==> config.mk <==
export PLATFORM = sky130hd
export DESIGN_NAME = sump_tx
export DESIGN_NICKNAME = d
export VERILOG_FILES = /design/src/rtl/sump_tx.sv
export SDC_FILE = /design/constraint.sdc
export NUM_CORES = 1
export LEC_CHECK = 0
export BUFFER_PORTS_ARGS = -buffer_cell sky130_fd_sc_hd__buf_2
export CAP_MARGIN = 10
export CELL_PAD_IN_SITES_DETAIL_PLACEMENT = 1
export CELL_PAD_IN_SITES_GLOBAL_PLACEMENT = 2
export CORE_AREA = 8 8 93 95
export CTS_CLUSTER_DIAMETER = 100
export DETAILED_ROUTE_END_ITERATION = 6
export DIE_AREA = 0 0 101 103
export GPL_TIMING_DRIVEN = 0
export HOLD_SLACK_MARGIN = 0.1
export PLACE_DENSITY_LB_ADDON = 0.1
export SYNTH_ARGS = -nofsm -noshare
export SYNTH_HDL_FRONTEND = slang
export SYNTH_SLANG_ARGS = --single-unit
==> constraint.sdc <==
create_clock -name clk_i -period 2.7 [get_ports clk_i]
set_input_delay 0.27 -clock clk_i [delete_from_list [all_inputs] [get_ports clk_i]]
set_output_delay 0.27 -clock clk_i [all_outputs]
set_load 0.05 [all_outputs]
==> src/rtl/sump_tx.sv <==
// rtl/sump_tx.sv - 8N1 UART transmitter for WIDTH-bit words, LSB byte first, with XON/XOFF pause.
module sump_tx #(
   parameter int CLK_PER_BIT = 868,
   parameter int WIDTH       = 32
) (
   input  logic             clk_i,
   input  logic             rst_i,
   input  logic [WIDTH-1:0] data_i,
   input  logic             stb_i,
   input  logic             xon_i,
   input  logic             xoff_i,
   output logic             rdy_o,
   output logic             tx_o
);

   localparam int NB = WIDTH / 8;
   localparam int CW = (CLK_PER_BIT > 1) ? $clog2(CLK_PER_BIT) : 1;
   localparam int BW = (NB > 1) ? $clog2(NB) : 1;
   localparam logic [CW-1:0] BIT_LAST  = CW'(CLK_PER_BIT - 1);
   localparam logic [BW-1:0] BYTE_LAST = BW'(NB - 1);

   typedef enum logic [2:0] {
      S_IDLE,
      S_START,
      S_DATA,
      S_STOP,
      S_GAP
   } state_t;

   state_t           state_q, state_d;
   logic [CW-1:0]    bit_cnt_q, bit_cnt_d;
   logic [2:0]       bit_idx_q, bit_idx_d;
   logic [BW-1:0]    byte_cnt_q, byte_cnt_d;
   logic [WIDTH-1:0] shift_q, shift_d;
   logic             paused_q, paused_d;
   logic             tx_q, tx_d;
   logic             bit_wrap;

   assign bit_wrap = (bit_cnt_q == BIT_LAST);
   assign rdy_o    = (state_q == S_IDLE) && !paused_q;
   assign tx_o     = tx_q;

   always_ff @(posedge clk_i) begin
      if (rst_i) begin
         state_q    <= S_IDLE;
         bit_cnt_q  <= '0;
         bit_idx_q  <= '0;
         byte_cnt_q <= '0;
         shift_q    <= '0;
         paused_q   <= 1'b0;
         tx_q       <= 1'b1;
      end else begin
         state_q    <= state_d;
         bit_cnt_q  <= bit_cnt_d;
         bit_idx_q  <= bit_idx_d;
         byte_cnt_q <= byte_cnt_d;
         shift_q    <= shift_d;
         paused_q   <= paused_d;
         tx_q       <= tx_d;
      end
   end

   always_comb begin
      state_d    = state_q;
      bit_cnt_d  = bit_cnt_q;
      bit_idx_d  = bit_idx_q;
      byte_cnt_d = byte_cnt_q;
      shift_d    = shift_q;
      paused_d   = paused_q;
      tx_d       = 1'b1;

      if (xoff_i && !xon_i) begin
         paused_d = 1'b1;
      end else if (xon_i && !xoff_i) begin
         paused_d = 1'b0;
      end

      // The bit counter only runs while a bit is on the line; IDLE and GAP leave it at zero.
      if (state_q == S_START || state_q == S_DATA || state_q == S_STOP) begin
         bit_cnt_d = bit_wrap ? '0 : bit_cnt_q + 1'b1;
      end

      case (state_q)
         S_IDLE: begin
            if (stb_i && rdy_o) begin
               shift_d    = data_i;
               byte_cnt_d = '0;
               bit_cnt_d  = '0;
               state_d    = S_START;
            end
         end
         S_START: begin
            if (bit_wrap) begin
               bit_idx_d = '0;
               state_d   = S_DATA;
            end
         end
         S_DATA: begin
            if (bit_wrap) begin
               shift_d   = shift_q >> 1;
               bit_idx_d = bit_idx_q + 3'd1;
               if (bit_idx_q == 3'd7) begin
                  state_d = S_STOP;
               end
            end
         end
         S_STOP: begin
            if (bit_wrap) begin
               if (byte_cnt_q == BYTE_LAST) begin
                  state_d = S_IDLE;
               end else begin
                  byte_cnt_d = byte_cnt_q + 1'b1;
                  state_d    = S_GAP;
               end
            end
         end
         S_GAP: begin
            // Pause only bites here, so a byte already on the line always finishes.
            if (!paused_q) begin
               state_d = S_START;
            end
         end
         default: begin
            state_d = S_IDLE;
         end
      endcase

      // Line level is registered from the next state so tx_o is glitch-free.
      case (state_d)
         S_START: tx_d = 1'b0;
         S_DATA:  tx_d = shift_d[0];
         default: tx_d = 1'b1;
      endcase
   end

endmodule

=== After elaboration in Yosys (flattened, before gate mapping) ===
Cells that the tools add are included.
W data, S select, Z words.

* $add $sub $neg: 3
* Multiply operators: 0
* Div/mod/pow operators: 0
* Order comparisons: 0
* Equal/unequal tests: 14
* Shifts and indexed selects: 0
* Muxes and demuxes: 25
* Bitwise gates (word level): 0
* Reductions and logical operators: 17

{| class="wikitable"
|+ Operators by type and width
! kind !! count
|-
| $mux W32 || 2
|-
| $pmux W32 S2 || 1
|-
| $mux W10 || 4
|-
| $mux W3 || 9
|-
| $pmux W3 S5 || 1
|-
| $add A10 B1 Y10 const B || 1
|-
| $eq A10 B10 Y1 const B || 1
|-
| $eq A3 B2 Y1 const B || 3
|-
| $ne A2 B2 Y1 const B || 4
|-
| $reduce_bool A2 Y1 || 4
|-
| $eq A3 B1 Y1 const B || 2
|-
| $eq A3 B3 Y1 const B || 2
|-
| $mux W2 || 3
|-
| $pmux W3 S2 || 1
|-
| $reduce_and A3 Y1 || 2
|-
| $logic_and A1 B1 Y1 || 4
|-
| $pmux W2 S2 || 1
|-
| $reduce_and A4 Y1 || 1
|-
| $add A3 B1 Y3 const B || 1
|-
| $logic_not A1 Y1 || 3
|-
| $logic_not A3 Y1 || 1
|-
| $add A2 B1 Y2 const B || 1
|-
| $eq A2 B2 Y1 const B || 1
|-
| $logic_or A1 B1 Y1 || 2
|-
| other kinds (3) || 4
|}

* Flip-flop bits (word level): 52
* Bits in latches: 0
* Memory bits (writable): 0
* Bits in read-only memories: 0
* Bits of input ports: 37
* Word-level logic and storage cells: 67
* Memories kept: 0

=== Longest topological paths before layout ===
Gate-level depths: netlist of run 1.

* Depth in word-level cells: 7
* Mapped depth: 8
* Mapped depth without buffers: 6

=== Worst setup path after synthesis of run 1 ===
No wires, ideal clock.

* Kind: reg2reg
* Start: reg paused_q
* End: reg tx_q, in the netlist tx_o
* Data arrival time: 2973 ps
* Required time: 2569 ps
* Path slack: -404 ps
* Stages on the path, launching flop included: 7
* Buffers on the path: 1
* Cell sequence: dfxtp_1 -> nor4_1 -> and2_1 -> buf_2 -> nor2_2 -> a2111oi_1 -> a31oi_1

* Longest elaborated chain between the ends: 7
* Elaborated cells between the ends (all ways): 11

{| class="wikitable"
|+ RTL lines
! item !! RTL line !! RTL
|-
| start: declaration || 35 || <nowiki>logic paused_q, paused_d;</nowiki>
|-
| start signal: assignment || 58 || <nowiki>paused_q <= paused_d;</nowiki>
|-
| $logic_not A1 Y1 (*) || - ||
|-
| $logic_and A1 B1 Y1 (*) || 40 || <nowiki>assign rdy_o = (state_q == S_IDLE) && !paused_q;</nowiki>
|-
| named net rdy_o || 12 || <nowiki>output logic rdy_o,</nowiki>
|-
| $logic_and A1 B1 Y1 (*) || 85 || <nowiki>if (stb_i && rdy_o) begin</nowiki>
|-
| $mux W3 || 85 ||
|-
| $pmux W3 S5 || 83 || <nowiki>case (state_q)</nowiki>
|-
| $eq A3 B2 Y1 / $eq A3 B1 Y1 (equally long branches) || 129 || <nowiki>case (state_d)</nowiki>
|-
| $pmux W1 S2 (*) || 129 ||
|-
| end signal: assignment || 59 || <nowiki>tx_q <= tx_d;</nowiki>
|-
| end: declaration || 36 || <nowiki>logic tx_q, tx_d;</nowiki>
|}

The timed path passes the listed nets; every way through them passes the cells marked *. The select of a mux whose other input is x is not followed.
A chain may end at the register's enable or synchronous reset.

=== Final worst setup path of run 1 ===
* Start: reg bit_cnt_q[3]
* End: reg tx_q, in the netlist tx_o

* Longest elaborated chain between the ends: 5
* Elaborated cells between the ends (all ways): 10

{| class="wikitable"
|+ RTL lines
! item !! RTL line !! RTL
|-
| start: declaration || 31 || <nowiki>logic [CW-1:0] bit_cnt_q, bit_cnt_d;</nowiki>
|-
| start signal: assignment || 54 || <nowiki>bit_cnt_q <= bit_cnt_d;</nowiki>
|-
| $eq A10 B10 Y1 (*) || 39 || <nowiki>assign bit_wrap = (bit_cnt_q == BIT_LAST);</nowiki>
|-
| $mux W3 (on tied branches) || 108, 93, 99 ||
|-
| $pmux W3 S5 || 83 ||
|-
| $eq A3 B2 Y1 / $eq A3 B1 Y1 (equally long branches) || 129 ||
|-
| $pmux W1 S2 (*) || 129 ||
|}

Every way passes the cells marked *; elsewhere a longest branch is shown, timed or not. The select of a mux whose other input is x is not followed.

==> results of run 1 <==
## cells in the mapped netlist (3+ instances only)
master	count
ha_1	5
nand4_1	3
a22oi_1	33
xor2_1	7
o21ai_0	5
nor3_1	8
nand2_1	38
or3_1	3
nor4_1	3
clkbuf_1	13
buf_2	5
dfxtp_1	52
inv_1	4
nand3_1	5
nor2_1	18
a21oi_1	39
## worst max-delay path by stage
stage / slack, ns / end / cells past startpoint / start
2_1_floorplan: 0.25 / tx_o / 6 / paused_q
5_1_grt: 0.25 / bit_cnt_q[9] / 6 / bit_cnt_q[0]
3_5_place_dp: 0.46 / bit_cnt_q[3] / 6 / bit_cnt_q[0]
6_report: 0.49 / tx_o / 6 / bit_cnt_q[3]
4_1_cts: 0.45 / tx_o / 6 / state_q[2]
3_3_place_gp: 0.42 / tx_o / 6 / state_q[2]
## registers in the layout, indices dropped and copies added, names as in the netlist
name	count
bit_cnt_q	10
bit_idx_q	3
byte_cnt_q	2
paused_q	1
shift_q	32
state_q	3
tx_o	1
## routing by layer
layer	GRT usage (%)	up-vias
met2	19.6	34
met4	3.44	0
met3	3.44	4
met5	0	-
li1	-	1065
met1	16.1	974
## stage by stage
stage / cells / utilization [%] / setup WS, ns
global route: 413 / 37.9 / 0.245
floorplan: 269 / - / 0.246
CTS: 413 / 37.9 / 0.452
detailed placement: 405 / 36.6 / 0.464
global placement: 405 / 36.6 / 0.417
finish: 413 / 37.9 / 0.489
## logic make-up (layout without fill, tap and decap cells)
kind of cell / after synthesis / count (layout) / synth area share [%]
fa+ha+maj: 5 / 5 / 2.72
mux: 1 / 1 / 0.436
simple gates: 93 / 93 / 20.4
buf+inv: 23 / 68 / 4.03
flops: 52 / 52 / 45.3
xor+xnor: 7 / 7 / 2.67
compound gates: 88 / 88 / 24.4
## layout by cell type (no fill, tap or decap), types with 6 or more instances in the layout
cell	n
buf_2	42
a22oi_1	33
xor2_1	7
nand2_1	38
nor3_1	8
clkbuf_1	14
dfxtp_1	52
clkbuf_8	6
a21oi_1	39
nor2_1	18
## critical path: stages, from the launching register on
cell and delay (ns):
dfxtp_1 0.35, nand4bb_1 0.41, or3_1 0.45, clkbuf_1 0.22
o31ai_2 0.43, a2111oi_1 0.09, a31oi_1 0.19
## where the power goes
part | total, W | switching [W] | internal [W]
combinational | 0.000183 | 0.000109 | 0.0000737
clock | 0.000473 | 0.000264 | 0.000209
sequential | 0.000823 | 0.0000204 | 0.000803
## cell type report
| class | count | area [um2] | area share [%] |
|---|---|---|---|
| inverter | 4 | 15.0 | 0.555 |
| clock inverter | 1 | 7.51 | 0.278 |
| multi-input combinational | 194 | 1170 | 43.2 |
| clock buffer | 7 | 86.3 | 3.19 |
| timing repair buffer | 37 | 185 | 6.85 |
| buffer | 19 | 77.6 | 2.87 |
| tap | 99 | 124 | 4.58 |
| sequential | 52 | 1040 | 38.5 |
==> summary.md, run 1 <==
| Metric | Value |
|---|---|
| Unique cell type count in the Yosys netlist | 38 |
| DRC viols | 0 |
| Number of H-tree levels | 2 |
| Synthesized area | 2300 um2 |
| Hold Buf Count CTS | 0 |
| Worst EP arrival | 2.44 ns |
| Filler cells | 919 |
| IO Pins | 39 |
| Remaining antenna violation count | 0 |
| Syn_area_per_cell | 8.54 um2 |
| Post-synth EDFFs | 0 |
| Dominant synthesized flop cell | dfxtp_1 |
| R2R Setup Slk | 0.49 ns |
| N_diodes | 0 |
| Worst r2r dst | tx_o |
| Post-layout nets | 355 |
| Post-CTS Repair Setup Buffers | 0 |
| Synth Register Bits | 52 |
| Initial core utilization | 32.2% |
| CORE AREA | 7140 um2 |
| CTS max path bufs | 2 |
| Port Buf Inserts | 37 |
| Hold Crit Start | data_i[31] |
| Gr ovfl total | 0 |
| Post-route cell area | 2710 um2 |
| Routability cong. | 0.727 |
| HPWL Detailed | 4.52 mm |
| Initial antenna violation count | 0 |
| Final Cycle Share | 81.9% |
| Setup-failing EPs final | 0 |
| Top-area cell type share of the netlist area | 45.3% |
| Die ar. | 10400 um2 |
| Ys Warns | 0 |
| Leakage | 0.991 nW |
| Number of global-route vias before repair | 2081 |
| Hold Crit Class | input pin to flop |
| Async S/R FF share, synth | 0% |
| Dominant cell type by area after synthesis | dfxtp_1 |
| Worst-path clk slew | 0.10 ns |
| Seq/Total Area, Yosys | 45.3% |
| Mean number of vias per cell | 5.03 |
| Max cap viols | 0 |
| RSZ-0062 raised after global routing | no |
| FF-to-FF path depth | 6 |
| Fin crit period | 2.21 ns |
| Critical path class | flop to flop |
| CTS buffer count | 5 |
| Worst slew margin relative to its limit | 60.1% |
| Layout cells sized above 1 | 18.2% |
| Hold WS | 0.229 ns |
| Synthesized netlist cell count | 269 |
| Status | finished, final reports clean |
| Worst hold stages | 3 |
| Hold endpoint | shift_q[31] |
| Setup skew after layout | 0.00766 ns |
| Synth top area cells | dfxtp_1, a22oi_1, a21oi_1, nand2_1, nor2_1 |
| Via Count | 2077 |
| First-pass GRT wire length | 10.4 mm |
| Final hold violation count | 0 |
| Root Buffer | clkbuf_8 |
| Synth Net Count | 311 |
| Global-route usage over all layers | 12.4% |
| CP max FO | 7 |
| Max Transition Viols Final | 0 |
| Core Rows | 31 |
| Total power | 0.00148 W |
| Met1 wire length | 3.13 mm |
| Post-cts resize count | 0 |
| DR iter-0 viols | 72 |
| Largest net degree at the start of global routing | 16 |
| Peak supply drop | 0.000196 V |
| Wirelength per Cell | 14.9 um |
| Placed Area | 2610 um2 |
| Clock latency on the worst-skew pair | 0.31 ns |
| Worst Tran Pin Value | 0.595 ns |
| Pwr/cell area | 547 nW/um2 |
| DR WL met3 | 306 um |
| Sinks on Clock Net | 52 |
| Area added between synthesis and finish | 17.8% |
| CTS tree | built |
| Crit start category | flop |
| DIE HEIGHT | 103 um |
| Reg2reg start | bit_cnt_q[3] |
| Final setup TNS | 0 ns |
| CP endpoint kind | flop |
| Top layer in use | met4 |
| Worst Path Required | 2.93 ns |
| Fmax | 452 MHz |
| Routed WL | 6.15 mm |
| Drt pass-1 iters | 4 |
| Die W | 101 um |
| Wire length on met2 | 2.67 mm |
Power figures use the tool's default switching activity.
==> run 2, diff against run 1 <==
- clock period: 2.7 -> 2.32 ns (I/O delays scaled with it)
==> run 2 against run 1 <==
  * Register-to-register slack got worse by 0.32 ns
  * Highest routed layer unchanged
  * Setup slack got worse by 0.32 ns
  * Critical path depth unchanged
  * Critical path type unchanged
  * Critical endpoint unchanged
  * Global-route usage barely moved
==> summary.md, run 2 (synthesis results as in run 1) <==
| Metric | Value |
|---|---|
| Post-route cell area | 2730 um2 (+0.83%) |
| CP max FO | 7 (unchanged) |
| CORE AREA | 7140 um2 (unchanged) |
| Critical path class | flop to flop |
| Final setup TNS | 0 ns (unchanged) |
| Drt pass-1 iters | 4 (unchanged) |
| Pwr/cell area | 630 nW/um2 (+15%) |
| Remaining antenna violation count | 0 (unchanged) |
| Hold WS | 0.182 ns (-0.0473 ns) |
| Setup-failing EPs final | 0 (unchanged) |
| Routability cong. | 0.728 (about the same) |
| Gr ovfl total | 0 (unchanged) |
| Via Count | 2132 (+2.6%) |
| Dpl ws | 0.114 ns (-0.350 ns) |
| Global-route usage over all layers | 12.4% (+0.021 points) |
| Max Transition Viols Final | 0 (unchanged) |
| DR iter-0 viols | 133 (+85%) |
| Post-cts resize count | 0 (unchanged) |
| Fmax | 465 MHz (+2.9%) |
| Routed WL | 6.26 mm (+1.8%) |
| Hold Crit Class | input pin to flop |
| N_diodes | 0 (unchanged) |
| Switching power total | 0.000479 W (+22%) |
| CTS buffer count | 5 (unchanged) |
| Worst slew margin relative to its limit | 59.1% (-0.94 points) |
| CTS tree | built |
| Sw Ratio | 27.9% (+1.3 points) |
| Port Buf Inserts | 37 (unchanged) |
| CP endpoint kind | flop |
| IO Pins | 39 (unchanged) |
| Root Buffer | clkbuf_8 |
| Die ar. | 10400 um2 (unchanged) |
| Die W | 101 um (unchanged) |
| Post-layout nets | 355 (unchanged) |
| Worst hold stages | 3 (unchanged) |
| Biggest register | shift_q |
| Hold Buf Count CTS | 0 (unchanged) |
| HPWL Detailed | 4.66 mm (+3.1%) |
| Status | finished, final reports clean |
| Sinks on Clock Net | 52 (unchanged) |
| Worst Tran Pin Value | 0.608 ns (+0.0134 ns) |
| Post-CTS Repair Setup Buffers | 0 (unchanged) |
| Mean number of vias per cell | 5.16 (+2.6%) |
| Max cap viols | 0 (unchanged) |
| Clock latency on the worst-skew pair | 0.31 ns (about the same) |
| Final Cycle Share | 92.7% (+11 points) |
| Total power | 0.00172 W (+16%) |
| Initial core utilization | 32.2% (unchanged) |
| Setup skew after layout | 0.0139 ns (+0.00619 ns) |
| Pint | 0.00124 W (+14%) |
| Fin crit period | 2.15 ns (-0.0613 ns) |
| Initial antenna violation count | 0 (unchanged) |
| FF-to-FF path depth | 6 (unchanged) |
| Commonest non-fill, non-tap cell in the layout | dfxtp_1 |
| Worst EP arrival | 2.33 ns (-0.11 ns) |
| Worst Path Required | 2.50 ns (-0.43 ns) |
| Largest net degree at the start of global routing | 18 (+2) |
| Worst-path clk slew | 0.10 ns (about the same) |
| Most frequent cells in the layout | dfxtp_1, buf_2, a21oi_1, nand2_1, a22oi_1 |
| CTS max path bufs | 2 (unchanged) |
| First-pass GRT wire length | 10.3 mm (-0.47%) |
| Layout cells sized above 1 | 19.1% (+0.96 points) |
| Leakage | 0.999 nW (+0.74%) |
| Number of global-route vias before repair | 2116 (+1.7%) |
| Peak supply drop | 0.000227 V (+16%) |
| Clk pwr share | 31.4% (-0.6 points) |
| Biggest regs | shift_q (32), bit_cnt_q (10) |
| DIE HEIGHT | 103 um (unchanged) |
| Max reg flops | 32 (unchanged) |
| Comb pwr share | 12.8% (+0.5 points) |
| Number of H-tree levels | 2 (unchanged) |
| Crit start category | flop |
| Wirelength per Cell | 15.2 um (+1.8%) |
| RSZ-0062 raised after global routing | yes |
| Area added between synthesis and finish | 18.8% |
| Sequential power share | 55.9% (+0.2 points) |
| Final hold violation count | 0 (unchanged) |
| Placed Area | 2620 um2 (+0.34%) |
| Setup ws final | 0.170 ns (-0.319 ns) |
| DRC viols | 0 (unchanged) |
| Core Rows | 31 (unchanged) |
[run 2: metrics by stage]
step | util (%) | instances
after CTS | 38.0 | 413
after global routing | 38.2 | 413
after global placement | 36.7 | 405
after detailed placement | 36.7 | 405
final | 38.2 | 413
after floorplan | - | 269
[run 2: path summary, 6_finish.rpt]
| kind | start | endpoint | slack (ns) |
|---|---|---|---|
| worst min-delay path | data_i[31] | shift_q[31] | 0.18 |
| worst max-delay path | bit_cnt_q[2] | tx_o | 0.17 |
| worst max register to register | bit_cnt_q[2] | tx_o | 0.17 |
| worst min register to register | shift_q[24] | shift_q[24] | 0.46 |
[run 2: cell type report]
class / instances / area (um2)
tap: 99 / 124
inverter: 4 / 15.0
fill: 895 / 4410
multi-input combinational: 194 / 1190
sequential: 52 / 1040
clock inverter: 3 / 21.3
buffer: 19 / 77.6
clock buffer: 5 / 68.8
timing repair buffer: 37 / 185
[run 2: metal layers]
layer	vias up	wire (um)	GRT usage, %
li1	1073	-	-
met4	0	69	3.78
met3	7	258	3.24
met2	38	2920	20.3
met5	-	0	0
met1	1014	3010	15.6
[run 2: power by group through the flow]
stage	combinational [W]	clock (W)	sequential, W
3_3_place_gp	0.000217	0	0.000979
3_5_place_dp	0.000220	0	0.000979
4_1_cts	0.000221	0.000569	0.000959
2_1_floorplan	0.000140	0	0.000979
5_1_grt	0.000246	0.000600	0.000965
6_report	0.000219	0.000539	0.000959
[run 2: worst max-delay path, cell delays in order (launching register included)]
cell,delay (ns)
dfxtp_1,0.36
nand4bb_1,0.39
or3_1,0.44
clkbuf_1,0.23
o311a_1,0.38
nor3_1,0.14
a31oi_1,0.07
